File: src/rtl/mul_seq_pkg.sv
// Shared constants and types for the nibble-serial 8x8 multiply sequencer.
package mul_seq_pkg;
  localparam int CORE_W = 4;
  localparam int OP_W   = 2 * CORE_W;
  localparam int P_W    = 2 * OP_W;

  typedef enum logic [1:0] {IDLE, MUL, DONE} state_t;
  typedef logic [1:0] step_t;

  // Shift applied to each nibble partial product, indexed by step.
  function automatic logic [3:0] shift_of(step_t s);
    case (s)
      2'd0:    shift_of = 4'd0;
      2'd1:    shift_of = 4'd4;
      2'd2:    shift_of = 4'd4;
      default: shift_of = 4'd8;
    endcase
  endfunction
endpackage

File: src/rtl/mul_seq_acc.sv
// 16-bit shift-add accumulator for nibble partial products.
module mul_seq_acc
  import mul_seq_pkg::*;
(
  input  logic              clk,
  input  logic              rst,
  input  logic              clr,
  input  logic              en,
  input  logic [OP_W-1:0]   addend,
  input  logic [3:0]        shift,
  output logic [P_W-1:0]    acc
);
  always_ff @(posedge clk) begin
    if (rst || clr)
      acc <= '0;
    else if (en)
      acc <= acc + (P_W'(addend) << shift);
  end
endmodule

File: src/rtl/mul8_seq_ctrl.sv
// Sequences an 8x8 unsigned multiply through an external 4x4 core over four cycles.
module mul8_seq_ctrl
  import mul_seq_pkg::*;
(
  input  logic              clk,
  input  logic              rst,
  input  logic              in_valid,
  output logic              in_ready,
  input  logic [OP_W-1:0]   in_a,
  input  logic [OP_W-1:0]   in_b,
  output logic              out_valid,
  input  logic              out_ready,
  output logic [P_W-1:0]    out_p,
  output logic [CORE_W-1:0] core_x,
  output logic [CORE_W-1:0] core_y,
  input  logic [OP_W-1:0]   core_o,
  output logic              busy
);
  state_t            state;
  step_t             step;
  logic [OP_W-1:0]   a_r;
  logic [OP_W-1:0]   b_r;
  logic              accept;

  assign in_ready = (state == IDLE) && !rst;
  assign accept   = in_valid && in_ready;
  assign busy     = (state != IDLE);

  always_ff @(posedge clk) begin
    if (rst) begin
      state     <= IDLE;
      step      <= '0;
      out_valid <= 1'b0;
      a_r       <= '0;
      b_r       <= '0;
    end else begin
      case (state)
        IDLE: begin
          if (accept) begin
            a_r   <= in_a;
            b_r   <= in_b;
            step  <= '0;
            state <= MUL;
          end
        end
        MUL: begin
          if (step == 2'd3) begin
            state     <= DONE;
            out_valid <= 1'b1;
          end else begin
            step <= step + 2'd1;
          end
        end
        DONE: begin
          if (out_ready) begin
            state     <= IDLE;
            out_valid <= 1'b0;
          end
        end
        default: state <= IDLE;
      endcase
    end
  end

  // Core inputs come only from registered state so the core never sees handshake glitches.
  always_comb begin
    core_x = '0;
    core_y = '0;
    if (state == MUL) begin
      core_x = step[0] ? a_r[OP_W-1:CORE_W] : a_r[CORE_W-1:0];
      core_y = step[1] ? b_r[OP_W-1:CORE_W] : b_r[CORE_W-1:0];
    end
  end

  mul_seq_acc u_acc (
    .clk    (clk),
    .rst    (rst),
    .clr    (accept),
    .en     (state == MUL),
    .addend (core_o),
    .shift  (shift_of(step)),
    .acc    (out_p)
  );
endmodule

File: config.mk
export PLATFORM = sky130hd
export DESIGN_NAME = mul8_seq_ctrl
export DESIGN_NICKNAME = d
export VERILOG_FILES = /design/src/rtl/mul_seq_pkg.sv /design/src/rtl/mul_seq_acc.sv /design/src/rtl/mul8_seq_ctrl.sv
export SDC_FILE = /design/constraint.sdc
export NUM_CORES = 1
export LEC_CHECK = 0
export CAP_MARGIN = 10
export CORE_MARGIN = 8
export CORE_UTILIZATION = 46
export CTS_BUF_LIST = sky130_fd_sc_hd__clkbuf_16
export CTS_CLUSTER_SIZE = 10
export DETAILED_ROUTE_END_ITERATION = 7
export PLACE_DENSITY_LB_ADDON = 0.12
export SYNTH_ARGS = -nofsm -noshare
export SYNTH_HDL_FRONTEND = slang
export SYNTH_HIERARCHICAL = 1
export SYNTH_SLANG_ARGS = --single-unit
File: constraint.sdc
create_clock -name clk -period 4.4 [get_ports clk]
set_input_delay 0.88 -clock clk [delete_from_list [all_inputs] [get_ports clk]]
set_output_delay 0.88 -clock clk [all_outputs]
set_load 0.02 [all_outputs]
==> run metrics, run 1 <==
status=completed; via count=2479; postcts setup bufs=0; All-Layer GR Usage=14.86%; # resized after CTS=0; Setup TNS=0 ns; post-synthesis cell type count=56; core area=5851 um^2; drt initial violations=139; number of synthesized flops with an enable pin=0; fraction of layout cells with a size suffix above 1=6.853%; Worst R2R Start=step[0]$_SDFFE_PP0P_; Hold Path Depth=2; clock tree buffer depth=2; Area growth, synth to finish=26.72%; Max VDD drop=0.1796 mV; worst-case headroom to the max-slew limit=43.12%; total power=1.042 mW; via density per instance=5.286; antenna-violating nets left=0; crit start category=primary input; Hold Path Origin=a_r[0]$_SDFFE_PP0P_; Worst Path Required=4.57 ns; I/O Buffers=54; Sink Count=37; Worst Max-Slew Pin Slew=0.8522 ns; final hold vios=0; post-synthesis register bit count=37; Gate Count Post-Synth=341; commonest non-fill, non-tap cell in the layout=clkdlybuf4s50_1; commonest non-fill, non-tap cells in the layout=54 x clkdlybuf4s50_1, 39 x nand2_1, 37 x dfxtp_1; routed wire length=6.467 mm; Worst Clk Skew=0.004980 ns; die area=8669 um^2; FP Rows=28; antenna diode count=0; initial antenna violation count=0; Util after Layout=59.24%; Clock Latency Late Sink=0.28 ns; fin. max-slew vios=0; flop2flop setup slack=0.81 ns; crit path cell chain=clkdlybuf4s50_1, mux2_2, o21ai_0, mux2i_1, nor2b_1, ha_1, o21a_1, or2_4, a31o_4, o32a_1, xnor2_2, a21oi_1, a31o_1; routing usage on met2=23.85%; Setup crit end kind=flip-flop; vias in the first global route=2350; Syn Area/Cell=8.021 um^2; Inserted Clock Buffers=5; async set-reset flop share out of synthesis=0%; GR peak layer=met2; FF-to-FF End=u_acc/acc[12]$_SDFFE_PP0P_; final period demand of the worst path=3.901 ns; worst hold path class=flip-flop to flip-flop; Die Wd=93.11 um; DRC=0; post-synthesis sequential area ratio=27.08%; part of the cycle the worst path needs=88.65%; initial core utilization=46.75%; Worst-path clk slew=0.05 ns; r2r worst-path depth=11; # nets final=439; yosys warns=6; cts hold-fix bufs=0; Multi-input gate area=1886 um^2; RSZ-0062 raised after global routing=false; met3 Use GR=4.327%; global routing usage on met1=18.71%; hold worst-path end=a_r[0]$_SDFFE_PP0P_; largest fanout on the critical path=4; Final HPWL DP=4.917 mm; first-pass detailed-route iteration total=4; Final Wtd Congestion=0.8937; root buffer cell=clkbuf_16; largest net degree at the start of global routing=36; Fillers=559; WL per Instance=13.79 um; first-pass GRT wire length=10.72 mm; setup violators final=0; H-Tree Depth=2; power per cell area=300.5 nW/um^2; main flop type after synthesis=dfxtp_1; die height=93.11 um; CTS tree=yes; total area of sequential cells=740.7 um^2; P_leak=1.420 nW; crit path kind=primary input to flip-flop; critical path's slowest cell=clkdlybuf4s50_1; grt total ovfl=0; Synth Cell Area=2735 um^2; Max-Cap Viols=0; crit path DAT=4.07 ns; FMAX=256.4 MHz; Ports=55; max incr delay on CP=0.45 ns
[worst max-delay path by stage]
| stage | cells past startpoint | endpoint | from |
|---|---|---|---|
| global route | 13 | u_acc/acc[15]$_SDFFE_PP0P_ | core_o[5] |
| finish | 13 | u_acc/acc[15]$_SDFFE_PP0P_ | core_o[5] |
| detailed placement | 13 | u_acc/acc[15]$_SDFFE_PP0P_ | core_o[5] |
| floorplan | 12 | u_acc/acc[15]$_SDFFE_PP0P_ | core_o[5] |
| CTS | 13 | u_acc/acc[15]$_SDFFE_PP0P_ | core_o[5] |
| global placement | 13 | u_acc/acc[15]$_SDFFE_PP0P_ | core_o[5] |
[layer usage]
metal,vias to the layer above,wire (um)
met2,47,2846
met5,-,0
met1,1122,3192
met3,7,361
li1,1303,-
met4,0,67
[registers in the layout, indices dropped and copies added (netlist names)]
register / flops
a_r: 8
b_r: 8
out_valid: 1
state: 2
step: 2
u_acc/acc: 16
[report_power, final]
| part | total (mW) | internal [mW] | switching [mW] |
|---|---|---|---|
| Combinational | 0.326 | 0.153 | 0.172 |
| Clock | 0.339 | 0.205 | 0.133 |
| Sequential | 0.377 | 0.358 | 0.0192 |
| Total | 1.04 | 0.717 | 0.325 |
[critical path: cells and delay by family]
kind	cells	cell delay, ns
adders and majority gates	1	0.34
buffers and inverters	1	0.45
xor gates and xnor gates	1	0.18
AOI/OAI and AO/OA	6	1.38
muxes	2	0.43
and+or+nand+nor	2	0.40
[layout make-up]
type | count | share of cell area (%)
clock inverters | 2 | 0.3610
clock buffers | 5 | 3.610
flip-flops and latches | 37 | 21.37
multi-input cells | 282 | 54.40
repair buffers | 58 | 16.46
well taps | 75 | 2.708
inverters | 10 | 1.083
[through the flow]
| stage | cells | area [um^2] | hold WS (ns) | worst slack, ns |
|---|---|---|---|---|
| global route | 469 | 3466 | 0.4828 | 0.3700 |
| CTS | 469 | 3466 | 0.4676 | 0.5105 |
| finish | 469 | 3466 | 0.4618 | 0.4994 |
| global placement | 462 | 3328 | 0.4522 | 0.2482 |
| floorplan | 348 | 2761 | 0.4410 | 0.9329 |
| detailed placement | 462 | 3328 | 0.4559 | 0.2211 |
[synth_stat cells, types with 2 or more instances]
| cell type | instances | area share (%) |
|---|---|---|
| xnor2_1 | 7 | 2.2 |
| nor3_1 | 6 | 1.1 |
| nand2_1 | 39 | 5.4 |
| a211oi_1 | 6 | 1.6 |
| inv_1 | 9 | 1.2 |
| buf_1 | 2 | 0.27 |
| ha_1 | 16 | 7.3 |
| a21oi_1 | 15 | 2.7 |
| mux2i_1 | 23 | 8.4 |
| a31oi_1 | 5 | 1.1 |
| dfxtp_1 | 37 | 27 |
| o21ai_1 | 17 | 3.1 |
| a21o_1 | 8 | 2.2 |
| o21bai_1 | 4 | 1.1 |
| xor2_1 | 2 | 0.64 |
| o21ai_0 | 13 | 2.4 |
| nor4b_1 | 2 | 0.64 |
| buf_2 | 3 | 0.55 |
| o21a_1 | 2 | 0.55 |
| nand2b_1 | 20 | 4.6 |
| nand3_1 | 5 | 0.91 |
| mux2_2 | 6 | 2.5 |
| and2_1 | 2 | 0.46 |
| mux4_2 | 2 | 1.6 |
| nand3b_1 | 2 | 0.55 |
| or2_2 | 2 | 0.46 |
| buf_6 | 2 | 0.82 |
| buf_4 | 2 | 0.55 |
| nor2b_1 | 5 | 1.1 |
| o22ai_1 | 5 | 1.1 |
| o211ai_1 | 3 | 0.82 |
| nor2_1 | 36 | 4.9 |
| clkbuf_1 | 10 | 1.4 |
[logic make-up (layout without fill, tap and decap cells)]
family	after synthesis	in the layout	share of synthesized area, %
xor+xnor	10	10	3.477
other cells	1	8	0.1371
buf+inv	29	75	4.940
fa+ha+maj	17	17	8.051
flops	37	37	27.08
mux	31	31	12.53
simple gates	130	130	23.88
compound gates	86	86	19.90
(Power assumes the default switching activity.)
==> run 2, diff against run 1 <==
--- a/config.mk
+++ b/config.mk
@@ -7,7 +7,7 @@
 export LEC_CHECK = 0
 export CAP_MARGIN = 10
 export CORE_MARGIN = 8
-export CORE_UTILIZATION = 46
+export CORE_UTILIZATION = 52
 export CTS_BUF_LIST = sky130_fd_sc_hd__clkbuf_16
 export CTS_CLUSTER_SIZE = 10
 export DETAILED_ROUTE_END_ITERATION = 7
==> run metrics, run 2 (synthesis results as in run 1) <==
commonest non-fill, non-tap cells in the layout=54 x clkdlybuf4s50_1, 39 x nand2_1, 37 x dfxtp_1; routed wire length=6.577 mm (+1.7%); power per cell area=300.4 nW/um^2 (about the same); crit start category=primary input; Final HPWL DP=5.043 mm (+2.6%); Max-Cap Viols=0 (unchanged); clock tree buffer depth=2 (unchanged); Sink Count=37 (unchanged); total power=1.041 mW (about the same); via density per instance=5.400 (+2.2%); fin. max-slew vios=0 (unchanged); root buffer cell=clkbuf_16; Setup crit end kind=flip-flop; All-Layer GR Usage=17.66% (+2.8 points); Die Wd=88.53 um (-4.9%); biggest regs=u_acc/acc: 16 flops, a_r: 8 flops, b_r: 8 flops; # resized after CTS=0 (unchanged); fraction of layout cells with a size suffix above 1=7.089% (+0.24 points); antenna diode count=0 (unchanged); cts hold-fix bufs=0 (unchanged); Clock Latency Late Sink=0.27 ns (about the same); initial antenna violation count=0 (unchanged); Max VDD drop=0.2632 mV (+47%); core area=5107 um^2 (-13%); crit path kind=primary input to flip-flop; Ports=55 (unchanged); first-pass GRT wire length=11.21 mm (+4.5%); final hold vios=0 (unchanged); Cell Area, Placed=3329 um^2 (about the same); P_leak=1.418 nW (-0.19%); FP Rows=26 (-7.1%); CTS tree=yes; # nets final=440 (+0.23%); largest net degree at the start of global routing=37 (+2.8%); die height=88.53 um (-4.9%); FMAX=257.2 MHz (+0.31%); RSZ-0062 raised after global routing=false; post-route cell area=3466 um^2 (unchanged); max reg flops=16 (unchanged); postcts setup bufs=0 (unchanged); Final Wtd Congestion=0.8766 (-1.9%); grt total ovfl=0 (unchanged); largest fanout on the critical path=4 (unchanged); commonest non-fill, non-tap cell in the layout=clkdlybuf4s50_1; via count=2511 (+1.3%); placed insts=458 (-0.87%); die area=7837 um^2 (-9.6%); Worst-path clk slew=0.05 ns (about the same); crit path DAT=4.06 ns (about the same); vias in the first global route=2441 (+3.9%); antenna-violating nets left=0 (unchanged); Setup TNS=0 ns (unchanged); most flop-heavy register=u_acc/acc; Util after Layout=67.86% (+8.6 points); WL per Instance=14.14 um (+2.6%); status=completed; Inserted Clock Buffers=5 (unchanged); Area growth, synth to finish=26.72% (unchanged); DRC=0 (unchanged); Final Non-Filler Cells=465 (-0.85%); first-pass detailed-route iteration total=4 (unchanged); initial core utilization=53.55% (+6.8 points); Fillers=445 (-20%); setup violators final=0 (unchanged); I/O Buffers=54 (unchanged); Worst Path Required=4.57 ns (about the same); final period demand of the worst path=3.888 ns (-0.01206 ns); drt initial violations=198 (+42%); H-Tree Depth=2 (unchanged); part of the cycle the worst path needs=88.37% (-0.27 points); Worst Clk Skew=0.002945 ns (-0.002035 ns); worst hold path class=flip-flop to flip-flop
[run 2: layout make-up]
class	instances	area, um^2	share of cell area, %
inverters	10	37.54	1.083
well taps	70	87.58	2.527
clock inverters	2	11.26	0.3249
flip-flops and latches	37	740.7	21.37
multi-input cells	282	1886	54.40
clock buffers	5	125.1	3.610
repair buffers	59	578.1	16.68
[run 2: through the flow]
step           hold WS (ns)  worst slack (ns)
2_1_floorplan        0.4410            0.9329
3_3_place_gp         0.4541            0.3481
3_5_place_dp         0.4533            0.2701
4_1_cts              0.4649            0.5409
5_1_grt              0.4873            0.3610
6_report             0.4649            0.5115
[run 2: worst max-delay path, cell delays in order]
cell	delay (ns)
clkdlybuf4s50_1	0.45
mux2_2	0.29
o21ai_0	0.22
mux2i_1	0.13
nor2b_1	0.16
ha_1	0.35
o21a_1	0.25
or2_4	0.24
a31o_4	0.25
o32a_1	0.38
xnor2_2	0.18
a21oi_1	0.10
a31o_1	0.19
[run 2: worst paths after layout]
check / from / end / slack [ns] / cells past startpoint
hold / removal: b_r[4]$_SDFFE_PP0P_ / b_r[4]$_SDFFE_PP0P_ / 0.46 / 2
setup reg to reg: step[0]$_SDFFE_PP0P_ / u_acc/acc[12]$_SDFFE_PP0P_ / 0.82 / 11
hold reg to reg: b_r[4]$_SDFFE_PP0P_ / b_r[4]$_SDFFE_PP0P_ / 0.46 / 2
setup / recovery: core_o[5] / u_acc/acc[15]$_SDFFE_PP0P_ / 0.51 / 13
[run 2: per-layer routing]
| layer | vias to the layer above | part of all wire (%) | track usage (%) |
|---|---|---|---|
| li1 | 1300 | - | - |
| met5 | - | 0 | 0 |
| met4 | 0 | 1.2 | 4.147 |
| met1 | 1138 | 47 | 22.03 |
| met2 | 64 | 47 | 30.48 |
| met3 | 9 | 4.8 | 3.157 |
[run 2: where the power goes]
part | internal [mW] | leakage (nW) | switching, mW
Sequential | 0.358 | 0.303 | 0.0195
Combinational | 0.155 | 1.05 | 0.174
Clock | 0.204 | 0.0633 | 0.130
Total | 0.717 | 1.42 | 0.324
==> run 3, diff against run 2 <==
==> constraint.sdc (replaced) <==
create_clock -name clk -period 4.4 [get_ports clk]
set_input_delay 0.88 -clock clk [delete_from_list [all_inputs] [get_ports clk]]
set_output_delay 0.88 -clock clk [all_outputs]
set_load 0.1 [all_outputs]
==> run metrics, run 3 (synthesis results as in run 1) <==
status=completed; most flop-heavy register=u_acc/acc; I/O Buffers=54 (unchanged); total power=1.123 mW (+7.9%); Logic pwr share=37.0% (+5.4 points); Util after Layout=67.74% (-0.12 points); All-Layer GR Usage=18.19% (+0.53 points); CP delay by family, top=compound AO/OA/AOI/OAI gates; routing usage on met2=30.01% (-0.48 points); post-route cell area=3460 um^2 (-0.18%); Setup TNS=0 ns (unchanged); final period demand of the worst path=3.861 ns (-0.02791 ns); vias in the first global route=2488 (+1.9%); met3 Use GR=3.807% (+0.65 points); die height=88.53 um (unchanged); via count=2563 (+2.1%); Fillers=439 (-1.3%); GR peak layer=met2; largest fanout on the critical path=4 (unchanged); antenna-violating nets left=0 (unchanged); P_leak=1.424 nW (+0.46%); PnR worst setup slack=0.5394 ns (+0.02791 ns); worst-case headroom to the max-slew limit=32.81%; power per cell area=324.7 nW/um^2 (+8.1%); Clock Latency Late Sink=0.28 ns (about the same); CTS tree=yes; clock tree buffer depth=2 (unchanged); Die Wd=88.53 um (unchanged); Hold WS=0.4604 ns (-0.004440 ns); global routing usage on met1=23.25% (+1.2 points); final hold vios=0 (unchanged); commonest non-fill, non-tap cells in the layout=53 x clkdlybuf4s50_1, 39 x nand2_1, 37 x dfxtp_1; largest net degree at the start of global routing=36 (-2.7%); placed insts=458 (unchanged); FP Rows=26 (unchanged); postcts setup bufs=0 (unchanged); die area=7837 um^2 (unchanged); worst hold path class=flip-flop to flip-flop; antenna diode count=0 (unchanged); Inserted Clock Buffers=5 (unchanged); Final Wtd Congestion=0.8757 (-0.10%); Cell Area, Placed=3327 um^2 (about the same); critical path's slowest cell=clkdlybuf4s50_1; setup violators final=0 (unchanged); initial antenna violation count=0 (unchanged); root buffer cell=clkbuf_16; Setup crit end kind=flip-flop; first-pass GRT wire length=11.52 mm (+2.8%); Worst-path clk slew=0.05 ns (about the same); first-pass detailed-route iteration total=4 (unchanged); max incr delay on CP=0.43 ns (-0.02 ns); crit path kind=primary input to flip-flop; drt initial violations=197 (-0.51%); max reg flops=16 (unchanged); Sink Count=37 (unchanged); Sw Ratio=36.39% (+5.3 points); Final Non-Filler Cells=465 (unchanged); routed wire length=6.720 mm (+2.2%); Sw Pwr=408.8 uW (+26%); cts hold-fix bufs=0 (unchanged); FMAX=259.0 MHz (+0.72%); crit path cell chain=clkdlybuf4s50_1, mux2_2, o21ai_0, mux2i_1, nor2b_1, ha_1, o21a_1, or2_4, a31o_4, o32a_1, xnor2_2, a21oi_1, a31o_1; Flop pwr share=33.6% (-2.7 points); part of the cycle the worst path needs=87.74% (-0.63 points); commonest non-fill, non-tap cell in the layout=clkdlybuf4s50_1; # nets final=440 (unchanged); crit path DAT=4.03 ns (-0.03 ns); Ports=55 (unchanged); biggest regs=u_acc/acc: 16 flops, a_r: 8 flops, b_r: 8 flops; Max VDD drop=0.2591 mV (-1.6%); fraction of layout cells with a size suffix above 1=7.089% (unchanged); Max-Cap Viols=0 (unchanged); Clock Power Share=29.3% (-2.8 points); initial core utilization=53.55% (unchanged); Worst Clk Skew=0.003786 ns (+0.0008417 ns); fin. max-slew vios=0 (unchanged); Worst Path Required=4.57 ns (about the same); DRC=0 (unchanged); via density per instance=5.512 (+2.1%); crit start category=primary input; internal power=714.5 uW (-0.37%); Placement Setup Slack=0.3074 ns (+0.03732 ns); core area=5107 um^2 (unchanged); WL per Instance=14.45 um (+2.2%); # resized after CTS=0 (unchanged); RSZ-0062 raised after global routing=false; Bufs and invs on worst path=1 (unchanged); Area growth, synth to finish=26.49%; Final HPWL DP=5.045 mm (about the same); H-Tree Depth=2 (unchanged); Worst Max-Slew Pin Slew=1.005 ns; grt total ovfl=0 (unchanged)
## run 3: changes by cell type in the layout (fill, tap and decap cells not counted), sizes merged
cell,before,now
clkinvlp,1,0
buf,5,6
clkdlybuf4s50,54,53
inv,9,10
## run 3: power by group through the flow
| stage | logic [mW] | clock network [mW] | registers [mW] |
|---|---|---|---|
| after global routing | 0.450 | 0.353 | 0.381 |
| after detailed placement | 0.410 | 0 | 0.384 |
| final | 0.416 | 0.329 | 0.378 |
| after CTS | 0.414 | 0.338 | 0.378 |
| after floorplan | 0.245 | 0 | 0.454 |
| after global placement | 0.407 | 0 | 0.384 |
## run 3: worst register-to-register path: cells and delay by family (launching register included)
| kind | cells | cell delay (ns) |
|---|---|---|
| compound gates | 6 | 1.51 |
| fa+ha+maj | 3 | 1.14 |
| flops | 1 | 0.51 |
| simple gates | 2 | 0.30 |
## run 3: path summary, 6_finish.rpt
path              cells after the start                          to  slack [ns]                  from
setup reg to reg                     11  u_acc/acc[12]$_SDFFE_PP0P_        0.83  step[0]$_SDFFE_PP0P_
hold / removal                        2         b_r[2]$_SDFFE_PP0P_        0.46   b_r[2]$_SDFFE_PP0P_
setup / recovery                     13  u_acc/acc[15]$_SDFFE_PP0P_        0.54             core_o[5]
hold reg to reg                       2         b_r[2]$_SDFFE_PP0P_        0.46   b_r[2]$_SDFFE_PP0P_
## run 3: metal layers
metal | up-vias | share of wire (%)
met5 | - | 0
met4 | 0 | 0.71
met3 | 7 | 4.3
li1 | 1302 | -
met2 | 55 | 47
met1 | 1199 | 48
## run 3: cell type report
class                      count  area [um^2]  area share [%]
multi-input combinational    282         1886           54.50
clock buffer                   5        125.1           3.617
timing repair buffer          59        575.6           16.64
inverter                      10        37.54           1.085
tap                           70        87.58           2.532
sequential                    37        740.7           21.41
clock inverter                 2        7.507          0.2170
